**src/rtl/int_arith_pkg.sv**
```systemverilog
// Shared definitions for the integer arithmetic unit.
//   div_state_t       : sequencing states of the iterative divider
//   DIV_DEFAULT_WIDTH : default operand width of the divider
//   tc_negate()       : two's-complement negate on a wide vector; callers
//                       zero-extend their operand and truncate the result
package int_arith_pkg;

    localparam int DIV_DEFAULT_WIDTH = 16;
    localparam int ARITH_MAX_WIDTH   = 64;

    typedef enum logic [2:0] {
        DIV_IDLE = 3'd0,
        DIV_PREP = 3'd1,
        DIV_ITER = 3'd2,
        DIV_FIX  = 3'd3,
        DIV_DONE = 3'd4
    } div_state_t;

    function automatic logic [ARITH_MAX_WIDTH-1:0] tc_negate(
        input logic [ARITH_MAX_WIDTH-1:0] v
    );
        return ~v + {{(ARITH_MAX_WIDTH-1){1'b0}}, 1'b1};
    endfunction

endpackage

```
**src/rtl/div_step.sv**
```systemverilog
// One restoring-division iteration, purely combinational.
//   rem_i / quo_i : partial remainder and dividend/quotient shift register
//   dvs_i         : divisor magnitude
//   rem_o / quo_o : values after shifting {rem, quo} left and one trial subtract
module div_step #(
    parameter int W = 16
) (
    input  logic [W-1:0] rem_i,
    input  logic [W-1:0] quo_i,
    input  logic [W-1:0] dvs_i,
    output logic [W-1:0] rem_o,
    output logic [W-1:0] quo_o
);

    logic [W:0] shifted;
    logic       trial_ok;

    assign shifted  = {rem_i, quo_i[W-1]};
    // Trial remainder is non-negative exactly when shifted >= divisor.
    assign trial_ok = (shifted >= {1'b0, dvs_i});
    // When the trial succeeds the difference is below the divisor, so its
    // top bit is always zero and truncation loses nothing.
    assign rem_o    = trial_ok ? W'(shifted - {1'b0, dvs_i}) : shifted[W-1:0];
    assign quo_o    = {quo_i[W-2:0], trial_ok};

endmodule

```
**src/rtl/int_divider.sv**
```systemverilog
// Iterative restoring integer divider: one quotient bit per clock.
// Optional feature macro: INT_DIV_SIGNED_EN (adds is_signed port, signed
// magnitude handling, overflow detection). Default build is unsigned only.
// Ports:
//   clk, rst_n                 clock, async active-low reset
//   start_valid/start_ready    request handshake (ready only in IDLE)
//   is_signed                  signed operation select (signed build only)
//   dividend, divisor          operands, captured on accept
//   result_valid/result_ready  response handshake (valid only in DONE)
//   quotient, remainder        results, held through DONE
//   div_by_zero, overflow      exception flags, cleared on response handshake
//
// state | meaning
// IDLE  | waiting for a request
// PREP  | zero-divisor / overflow shortcut or operand magnitudes
// ITER  | DATA_WIDTH shift/subtract steps
// FIX   | result sign correction (pass-through for unsigned and shortcuts)
// DONE  | result presented until consumed
import int_arith_pkg::*;

module int_divider #(
    parameter int DATA_WIDTH = DIV_DEFAULT_WIDTH
) (
    input  logic                  clk,
    input  logic                  rst_n,
    input  logic                  start_valid,
    output logic                  start_ready,
`ifdef INT_DIV_SIGNED_EN
    input  logic                  is_signed,
`endif
    input  logic [DATA_WIDTH-1:0] dividend,
    input  logic [DATA_WIDTH-1:0] divisor,
    output logic                  result_valid,
    input  logic                  result_ready,
    output logic [DATA_WIDTH-1:0] quotient,
    output logic [DATA_WIDTH-1:0] remainder,
    output logic                  div_by_zero,
    output logic                  overflow
);

    localparam int CW = $clog2(DATA_WIDTH) + 1;

    div_state_t            state_q, state_d;
    logic [DATA_WIDTH-1:0] quo_q, quo_d;
    logic [DATA_WIDTH-1:0] rem_q, rem_d;
    logic [DATA_WIDTH-1:0] dvs_q, dvs_d;
    logic [CW-1:0]         count_q, count_d;
    logic                  dz_q, dz_d;
    logic [DATA_WIDTH-1:0] step_rem, step_quo;

`ifdef INT_DIV_SIGNED_EN
    localparam logic [DATA_WIDTH-1:0] MIN_VAL = {1'b1, {(DATA_WIDTH-1){1'b0}}};
    logic sgn_q, sgn_d;
    logic ov_q, ov_d;
    logic neg_quo_q, neg_quo_d;
    logic neg_rem_q, neg_rem_d;
`endif

    div_step #(.W(DATA_WIDTH)) u_step (
        .rem_i (rem_q),
        .quo_i (quo_q),
        .dvs_i (dvs_q),
        .rem_o (step_rem),
        .quo_o (step_quo)
    );

    always_comb begin
        state_d = state_q;
        quo_d   = quo_q;
        rem_d   = rem_q;
        dvs_d   = dvs_q;
        count_d = count_q;
        dz_d    = dz_q;
`ifdef INT_DIV_SIGNED_EN
        sgn_d     = sgn_q;
        ov_d      = ov_q;
        neg_quo_d = neg_quo_q;
        neg_rem_d = neg_rem_q;
`endif
        case (state_q)
            DIV_IDLE: begin
                if (start_valid) begin
                    // The dividend rides in the quotient shift register.
                    quo_d   = dividend;
                    dvs_d   = divisor;
`ifdef INT_DIV_SIGNED_EN
                    sgn_d   = is_signed;
`endif
                    state_d = DIV_PREP;
                end
            end
            DIV_PREP: begin
                // Shortcuts load final values and pass through FIX untouched,
                // which keeps their latency at two cycles.
                if (dvs_q == '0) begin
                    quo_d   = '1;
                    rem_d   = quo_q;
                    dz_d    = 1'b1;
`ifdef INT_DIV_SIGNED_EN
                    neg_quo_d = 1'b0;
                    neg_rem_d = 1'b0;
`endif
                    state_d = DIV_FIX;
                end
`ifdef INT_DIV_SIGNED_EN
                else if (sgn_q && (quo_q == MIN_VAL) && (dvs_q == '1)) begin
                    quo_d     = MIN_VAL;
                    rem_d     = '0;
                    ov_d      = 1'b1;
                    neg_quo_d = 1'b0;
                    neg_rem_d = 1'b0;
                    state_d   = DIV_FIX;
                end
`endif
                else begin
`ifdef INT_DIV_SIGNED_EN
                    neg_quo_d = sgn_q & (quo_q[DATA_WIDTH-1] ^ dvs_q[DATA_WIDTH-1]);
                    neg_rem_d = sgn_q & quo_q[DATA_WIDTH-1];
                    if (sgn_q && quo_q[DATA_WIDTH-1])
                        quo_d = DATA_WIDTH'(tc_negate(64'(quo_q)));
                    if (sgn_q && dvs_q[DATA_WIDTH-1])
                        dvs_d = DATA_WIDTH'(tc_negate(64'(dvs_q)));
`endif
                    rem_d   = '0;
                    count_d = '0;
                    state_d = DIV_ITER;
                end
            end
            DIV_ITER: begin
                rem_d   = step_rem;
                quo_d   = step_quo;
                count_d = count_q + 1'b1;
                if (count_q == CW'(DATA_WIDTH - 1))
                    state_d = DIV_FIX;
            end
            DIV_FIX: begin
`ifdef INT_DIV_SIGNED_EN
                if (neg_quo_q) quo_d = DATA_WIDTH'(tc_negate(64'(quo_q)));
                if (neg_rem_q) rem_d = DATA_WIDTH'(tc_negate(64'(rem_q)));
`endif
                state_d = DIV_DONE;
            end
            DIV_DONE: begin
                if (result_ready) begin
                    dz_d    = 1'b0;
`ifdef INT_DIV_SIGNED_EN
                    ov_d    = 1'b0;
`endif
                    state_d = DIV_IDLE;
                end
            end
            default: state_d = DIV_IDLE;
        endcase
    end

    always_ff @(posedge clk or negedge rst_n) begin
        if (!rst_n) begin
            state_q <= DIV_IDLE;
            quo_q   <= '0;
            rem_q   <= '0;
            dvs_q   <= '0;
            count_q <= '0;
            dz_q    <= 1'b0;
`ifdef INT_DIV_SIGNED_EN
            sgn_q     <= 1'b0;
            ov_q      <= 1'b0;
            neg_quo_q <= 1'b0;
            neg_rem_q <= 1'b0;
`endif
        end else begin
            state_q <= state_d;
            quo_q   <= quo_d;
            rem_q   <= rem_d;
            dvs_q   <= dvs_d;
            count_q <= count_d;
            dz_q    <= dz_d;
`ifdef INT_DIV_SIGNED_EN
            sgn_q     <= sgn_d;
            ov_q      <= ov_d;
            neg_quo_q <= neg_quo_d;
            neg_rem_q <= neg_rem_d;
`endif
        end
    end

    assign start_ready  = (state_q == DIV_IDLE);
    assign result_valid = (state_q == DIV_DONE);
    assign quotient     = quo_q;
    assign remainder    = rem_q;
    assign div_by_zero  = dz_q;
`ifdef INT_DIV_SIGNED_EN
    assign overflow     = ov_q;
`else
    assign overflow     = 1'b0;
`endif

endmodule

```
**config.mk**
```make
export PLATFORM = sky130hd
export DESIGN_NAME = int_divider
export DESIGN_NICKNAME = d
export VERILOG_FILES = /design/src/rtl/int_arith_pkg.sv /design/src/rtl/div_step.sv /design/src/rtl/int_divider.sv
export SDC_FILE = /design/constraint.sdc
export NUM_CORES = 1
export LEC_CHECK = 0
export ABC_AREA = 0
export CORE_MARGIN = 2
export CORE_UTILIZATION = 55
export DETAILED_ROUTE_END_ITERATION = 6
export DONT_BUFFER_PORTS = 1
export MAX_ROUTING_LAYER = met4
export PLACE_DENSITY = 0.7
export SYNTH_ARGS = -nofsm -noshare
export SYNTH_HDL_FRONTEND = slang
export SYNTH_HIERARCHICAL = 1
export SYNTH_SLANG_ARGS = --single-unit
```
**constraint.sdc**
```tcl
create_clock -name clk -period 8.8 [get_ports clk]
set_input_delay 2.2 -clock clk [delete_from_list [all_inputs] [get_ports clk]]
set_output_delay 2.2 -clock clk [all_outputs]
set_load 0.1 [all_outputs]
```
==> flow_summary_export.csv, run 1 <==
group,metric,value,unit
min_path,hold_depth,1,
sta,setup_violations,0,
sta,rsz0062_at_grt,"false",
sta,fin_crit,3940,ps
synth,synth_xor_area_share,1.77,%
worst_setup_path,worstPathRequired,6600,ps
layout,finalNonFillerCells,483,
synth,syn_area,0.00397,sq mm
min_path,holdCritStartpoint,"count_q[3]$_DFFE_PN0P_",
route,drt_drc_violations_left,0,
place,io_buffer_count,0,
clocking,htreeDepth,3,
worst_setup_path,r2r_slack,4930,ps
clocking,numClockSinks,57,
synth,synth_top_family_by_area,"compound AO/OA/AOI/OAI gates",
floorplanning,initial_core_util,57.7,%
route,wl_met1,4090,um
worst_setup_path,r2r_end,"remainder[7]$_DFFE_PN0N_",
route,maxUsedRoutingLayer,"met4",
floorplanning,die_h,88.9,um
worst_setup_path,crit_type,"flop to primary output",
route,firstDrtPassIters,4,
synth,synthMuxAreaShare,10.4,%
route,drt_wl_total,8880,um
synth,yosys_warnings,6,
sta,finalSetupTns,0,ps
synth,syn_nets,460,
worst_setup_path,reg2reg_depth,10,
place,dpl.cell_count,467,
worst_setup_path,critical_path.n_buffers_inverters,0,
route,vias_per_cell,6.11,
status,status,"finished clean",
synth,async_reset_ff_share,100,%
floorplanning,io_pins,72,
worst_setup_path,cp-start-kind,"flop",
clocking,cts.clk_slew.worst_paths,70,ps
worst_setup_path,cp.arrival,1740,ps
sta,max_freq,0.254,GHz
worst_setup_path,path_cells,"nor3_4",
worst_setup_path,slowest_stage,"nor3_4",
layout,drive_gt1_share,13.2,%
sta,drv_slew,0,
flow_run,max-cap-violations,0,
synth,synth_edf_count,0,
place,routabilityCongestion,0.901,
global_route,grt_pass1_vias,2813,
place,dpl.hpwl,6360,um
synth,synth_top_area_share,36.0,%
clocking,cts_tree,"built",
global_route,grt_pass1_wl,14500,um
floorplanning,chipWidth,88.9,um
clocking,cts.path.max_buffers,2,
synth,synth-simple-area-share,10.1,%
synth,avgSynthCellArea,9.79,sq um
clocking,cts_root_buffer,"clkbuf_8",
synth,yosysTopAreaCell,"dfrtp_1",
layout,areaGrowthSynthToFinish,3.03,%
synth,synth-main-ff-cell,"dfrtp_1",
floorplanning,fp.dieArea,0.00791,sq mm
clocking,clkLatencyLatePin,330,ps
route,route.met2.wl,4180,um
route,final_antenna_net_count,0,
synth,syn-instance-count,405,
route,wl_per_cell,18.4,um
global_route,grt_max_degree,58,
route,vias,2951,
layout,nets,437,
synth,ys_seq_area_share,36.0,%
synth,yosys-top-cells-area,"dfrtp_1 36%, ha_1 5.7%, mux2_1 4.5%",
min_path,hold_end,"count_q[3]$_DFFE_PN0P_",
worst_setup_path,cp_slowest_stage_delay,890,ps
route,dr_wl_met3,478,um
min_path,hold_path_class,"flop to flop",
sta,tightestPinTransition,1080,ps
floorplanning,rows,30,
synth,synth-compound-area-share,24.8,%
clocking,cts_buffers,9,
synth,ys_seq_elements,57,
global_route,antenna_found_initial,0,
clocking,cts_setup_buffers,0,
synth,synth_adder_area_share,6.18,%
clocking,cts_hold_buffers,0,
sta,finalHoldViolations,0,
global_route,grt_usage,24.9,%
worst_setup_path,worstPathMaxFanout,10,
worst_setup_path,critical_path.top_delay_family,"simple AND/OR/NAND/NOR gates",
sta,finalCritPeriodShare,44.8,%
layout,antenna_cells,0,
sta,slew_headroom,27.3,%
worst_setup_path,worstSetupEndpointType,"primary output",
clocking,cts_resized,0,
sta,skew,10.8,ps
floorplanning,core_area,0.00687,sq mm
synth,ys_types,64,
worst_setup_path,rr_startpoint,"remainder[9]$_DFFE_PN0N_",
global_route,grt_overflow,0,
route,drt_iter0_markers,217,
==> per-stage QoR <==
stage	area [sq um]	setup slack, ps	utilization, %	hold WS [ps]
finish	4090	4860	59.5	520
global route	4090	4740	59.5	528
CTS	4090	4840	59.5	506
detailed placement	3880	4940	56.4	464
global placement	3880	5020	56.4	459
floorplan	3970	3710	-	443
==> cells in the final DEF (no fill, tap or decap), drive strengths merged, types with 3 or more instances in the layout <==
| cell | netlist | layout |
|---|---|---|
| inv | 42 | 42 |
| a22o | 17 | 17 |
| mux2 | 31 | 31 |
| nor3 | 9 | 9 |
| xor2 | 4 | 4 |
| nor3b | 3 | 3 |
| o31ai | 3 | 3 |
| mux2i | 4 | 4 |
| nor2b | 6 | 6 |
| o21ai | 14 | 14 |
| ha | 18 | 18 |
| and3 | 3 | 3 |
| nor2 | 15 | 15 |
| clkbuf | 4 | 11 |
| a22oi | 16 | 16 |
| nor4 | 4 | 4 |
| nand2 | 23 | 23 |
| nand3 | 3 | 3 |
| xnor2 | 4 | 4 |
| a211o | 3 | 3 |
| o21a | 6 | 6 |
| a21oi | 26 | 26 |
| o211ai | 4 | 4 |
| dfrtp | 57 | 57 |
| clkinv | 0 | 3 |
| a21o | 19 | 19 |
| a211oi | 8 | 8 |
==> state kept, by name, indices dropped and copies added, names as in the netlist <==
signal,count
dvs_q,16
remainder,16
count_q,5
quotient,16
div_by_zero,1
state_q,3
==> cell usage after synthesis, types with 2 or more instances <==
| library cell | number |
|---|---|
| a211o_1 | 2 |
| a211oi_1 | 6 |
| a211oi_2 | 2 |
| a21o_1 | 19 |
| a21oi_1 | 24 |
| a21oi_2 | 2 |
| a22o_1 | 17 |
| a22oi_1 | 16 |
| and3_1 | 3 |
| buf_2 | 7 |
| buf_4 | 21 |
| buf_6 | 4 |
| clkbuf_1 | 4 |
| dfrtp_1 | 57 |
| ha_1 | 18 |
| inv_1 | 42 |
| mux2_1 | 16 |
| mux2_2 | 9 |
| mux2_4 | 6 |
| mux2i_1 | 4 |
| nand2_1 | 23 |
| nand2b_1 | 2 |
| nand3_1 | 3 |
| nand4_1 | 2 |
| nor2_1 | 15 |
| nor2b_1 | 5 |
| nor3_1 | 8 |
| nor3b_1 | 2 |
| nor4_1 | 4 |
| o211ai_1 | 3 |
| o21a_1 | 6 |
| o21ai_0 | 11 |
| o21ai_1 | 2 |
| o31a_1 | 2 |
| o31ai_1 | 3 |
| xnor2_1 | 4 |
| xor2_1 | 4 |
==> cell type report <==
class	instances	area (sq um)
sequential	57	1430
clock inverter	6	82.6
inverter	42	158
tap	96	120
timing repair buffer	3	40.0
clock buffer	10	128
fill	605	2780
multi-input combinational	269	2130
==> kinds of logic (layout without fill, tap and decap cells) <==
logic type / count (synthesis) / in the layout
AO/OA/AOI/OAI: 129 / 129
buffers and inverters: 79 / 61
AND/OR/NAND/NOR: 77 / 77
flip-flops: 57 / 57
multiplexers: 35 / 35
adder cells (fa/ha/maj): 19 / 19
XOR/XNOR: 8 / 8
other: 1 / 1
==> routing by layer <==
metal / GRT usage [%] / vias up
li1: - / 1402
met1: 34.9 / 1447
met2: 36.6 / 89
met3: 5.26 / 13
met4: 7.16 / 0
met5: - / -
==> worst reg2reg max path: stages (launching register included) <==
cell,delay [ps]
dfrtp_1,1000
ha_1,500
a21oi_2,260
o211ai_2,140
a221oi_4,330
a211oi_2,140
a2111oi_4,320
buf_4,340
mux2_2,390
a22o_1,210
a21o_1,150
==> worst max path at each step <==
stage	slack, ps	endpoint	start	cells after the start
global route	4740	remainder[7]$_DFFE_PN0N_	remainder[6]$_DFFE_PN0N_	10
global placement	5020	remainder[2]$_DFFE_PN0N_	remainder[5]$_DFFE_PN0N_	10
floorplan	3710	result_valid	state_q[0]$_DFFE_PN0P_	2
detailed placement	4940	remainder[7]$_DFFE_PN0N_	remainder[5]$_DFFE_PN0N_	10
finish	4860	start_ready	state_q[0]$_DFFE_PN0P_	1
CTS	4840	start_ready	state_q[0]$_DFFE_PN0P_	1
Power of run 1 is left out: the tool's default activity adds up to more than one toggle a clock period on the data nets, which glitch-free logic cannot reach.
==> run 2: changes to the inputs <==
Clock period 8.8 ns to 3.7 ns, I/O delays scaled along.
==> flow_summary_export.csv, run 2 (same netlist as run 1, synthesis figures left out) <==
group,metric,value,unit
clocking,cts_root_buffer,"clkbuf_8",
route,drt_wl_total,9530,um
sta,finalHoldViolations,0,
sta,finalSetupTns,0,ps
clocking,cts_hold_buffers,0,
layout,areaGrowthSynthToFinish,5.62,%
clocking,cts.path.max_buffers,2,
global_route,grt_pass1_vias,2919,
sta,setup_violations,0,
clocking,cts_buffers,9,
worst_setup_path,worstPathMaxFanout,17,
clocking,cts_tree,"built",
worst_setup_path,r2r_slack,410,ps
floorplanning,io_pins,72,
sta,slew_headroom,30.1,%
clocking,cts_resized,0,
clocking,htreeDepth,3,
layout,seqCellArea,0.00143,sq mm
place,io_buffer_count,0,
place,dpl.hpwl,6990,um
worst_setup_path,worstSetupEndpointType,"flop",
sta,rsz0062_at_grt,"false",
layout,nets,455,
sta,drv_slew,0,
layout,multiInputGateArea,0.00214,sq mm
floorplanning,rows,30,
route,drt_iter0_markers,197,
worst_setup_path,worstPathRequired,3930,ps
status,status,"finished clean",
global_route,grt_usage,26.3,%
floorplanning,fp.dieArea,0.00791,sq mm
global_route,grt_pass1_wl,15300,um
worst_setup_path,r2r_end,"remainder[5]$_DFFE_PN0N_",
worst_setup_path,rr_startpoint,"dvs_q[6]$_DFFE_PN0P_",
global_route,grt_max_degree,58,
layout,final_common_cell,"dfrtp_1",
clocking,cts.clk_slew.worst_paths,70,ps
clocking,clkLatencyLatePin,340,ps
sta,tightestPinTransition,1050,ps
sta,finalCritPeriodShare,88.9,%
worst_setup_path,cp-start-kind,"flop",
floorplanning,die_h,88.9,um
global_route,antenna_found_initial,0,
sta,skew,14.1,ps
worst_setup_path,crit_type,"flop to flop",
route,vias,3014,
worst_setup_path,reg2reg_depth,11,
floorplanning,core_area,0.00687,sq mm
layout,antenna_cells,0,
layout,fill_cells,613,
route,final_antenna_net_count,0,
route,firstDrtPassIters,4,
route,vias_per_cell,6.02,
floorplanning,initial_core_util,57.7,%
place,routabilityCongestion,0.841,
floorplanning,chipWidth,88.9,um
min_path,hold_path_class,"primary input to asynchronous set/reset pin",
route,drt_drc_violations_left,0,
flow_run,max-cap-violations,0,
global_route,grt_overflow,0,
layout,final_cell_mix,"54 x dfrtp_1, 42 x inv_1, 24 x a21oi_1",
clocking,numClockSinks,57,
worst_setup_path,cp.arrival,3520,ps
layout,drive_gt1_share,17.5,%
clocking,cts_setup_buffers,0,
route,wl_per_cell,19.0,um
sta,max_freq,0.304,GHz
sta,fin_crit,3290,ps
run 2: worst max path at each step:
stage                              from  depth (start not counted)  slack [ps]                         to
2_1_floorplan  remainder[0]$_DFFE_PN0N_                         10          40  remainder[13]$_DFFE_PN0N_
3_3_place_gp       dvs_q[6]$_DFFE_PN0P_                         11         530   remainder[3]$_DFFE_PN0N_
3_5_place_dp   remainder[5]$_DFFE_PN0N_                         10         470   remainder[5]$_DFFE_PN0N_
4_1_cts            dvs_q[6]$_DFFE_PN0P_                         11         450   remainder[5]$_DFFE_PN0N_
5_1_grt            dvs_q[6]$_DFFE_PN0P_                         11         280   remainder[7]$_DFFE_PN0N_
6_report           dvs_q[6]$_DFFE_PN0P_                         11         410   remainder[5]$_DFFE_PN0N_
run 2: final cells by class:
cell class,count,share of cell area [%]
clock buffers,14,4.12
clock inverters,2,0.299
inverters,42,3.76
multi-input cells,269,51.0
flip-flops and latches,57,34.1
well taps,96,2.87
repair buffers,21,3.76
run 2: metal layers:
metal / routed length (um) / share of wire, % / track usage [%]
met5: 0 / 0 / -
met4: 119 / 1.2 / 8.54
met3: 631 / 6.6 / 5.54
met2: 4430 / 47 / 37.7
met1: 4350 / 46 / 37.3
run 2: per-stage QoR:
step           instances  hold slack [ps]  setup WS [ps]  utilization [%]  area (sq um)
6_report             501              276            411             61.0          4190
3_5_place_dp         485              463            470             58.3          4000
4_1_cts              501              260            446             61.0          4190
5_1_grt              501              258            282             61.0          4190
3_3_place_gp         485              462            529             58.3          4000
2_1_floorplan        405              443           43.1                -          3980
run 2: critical path, stage by stage, from the launching register on:
cell	delay (ps)
dfrtp_1	390
inv_1	60
ha_1	360
a211oi_2	310
o211ai_2	150
a221oi_4	360
a211oi_2	140
a2111oi_4	320
buf_4	340
mux2_2	370
a22o_1	220
a21o_1	160
Power of run 2 is left out for the same reason.
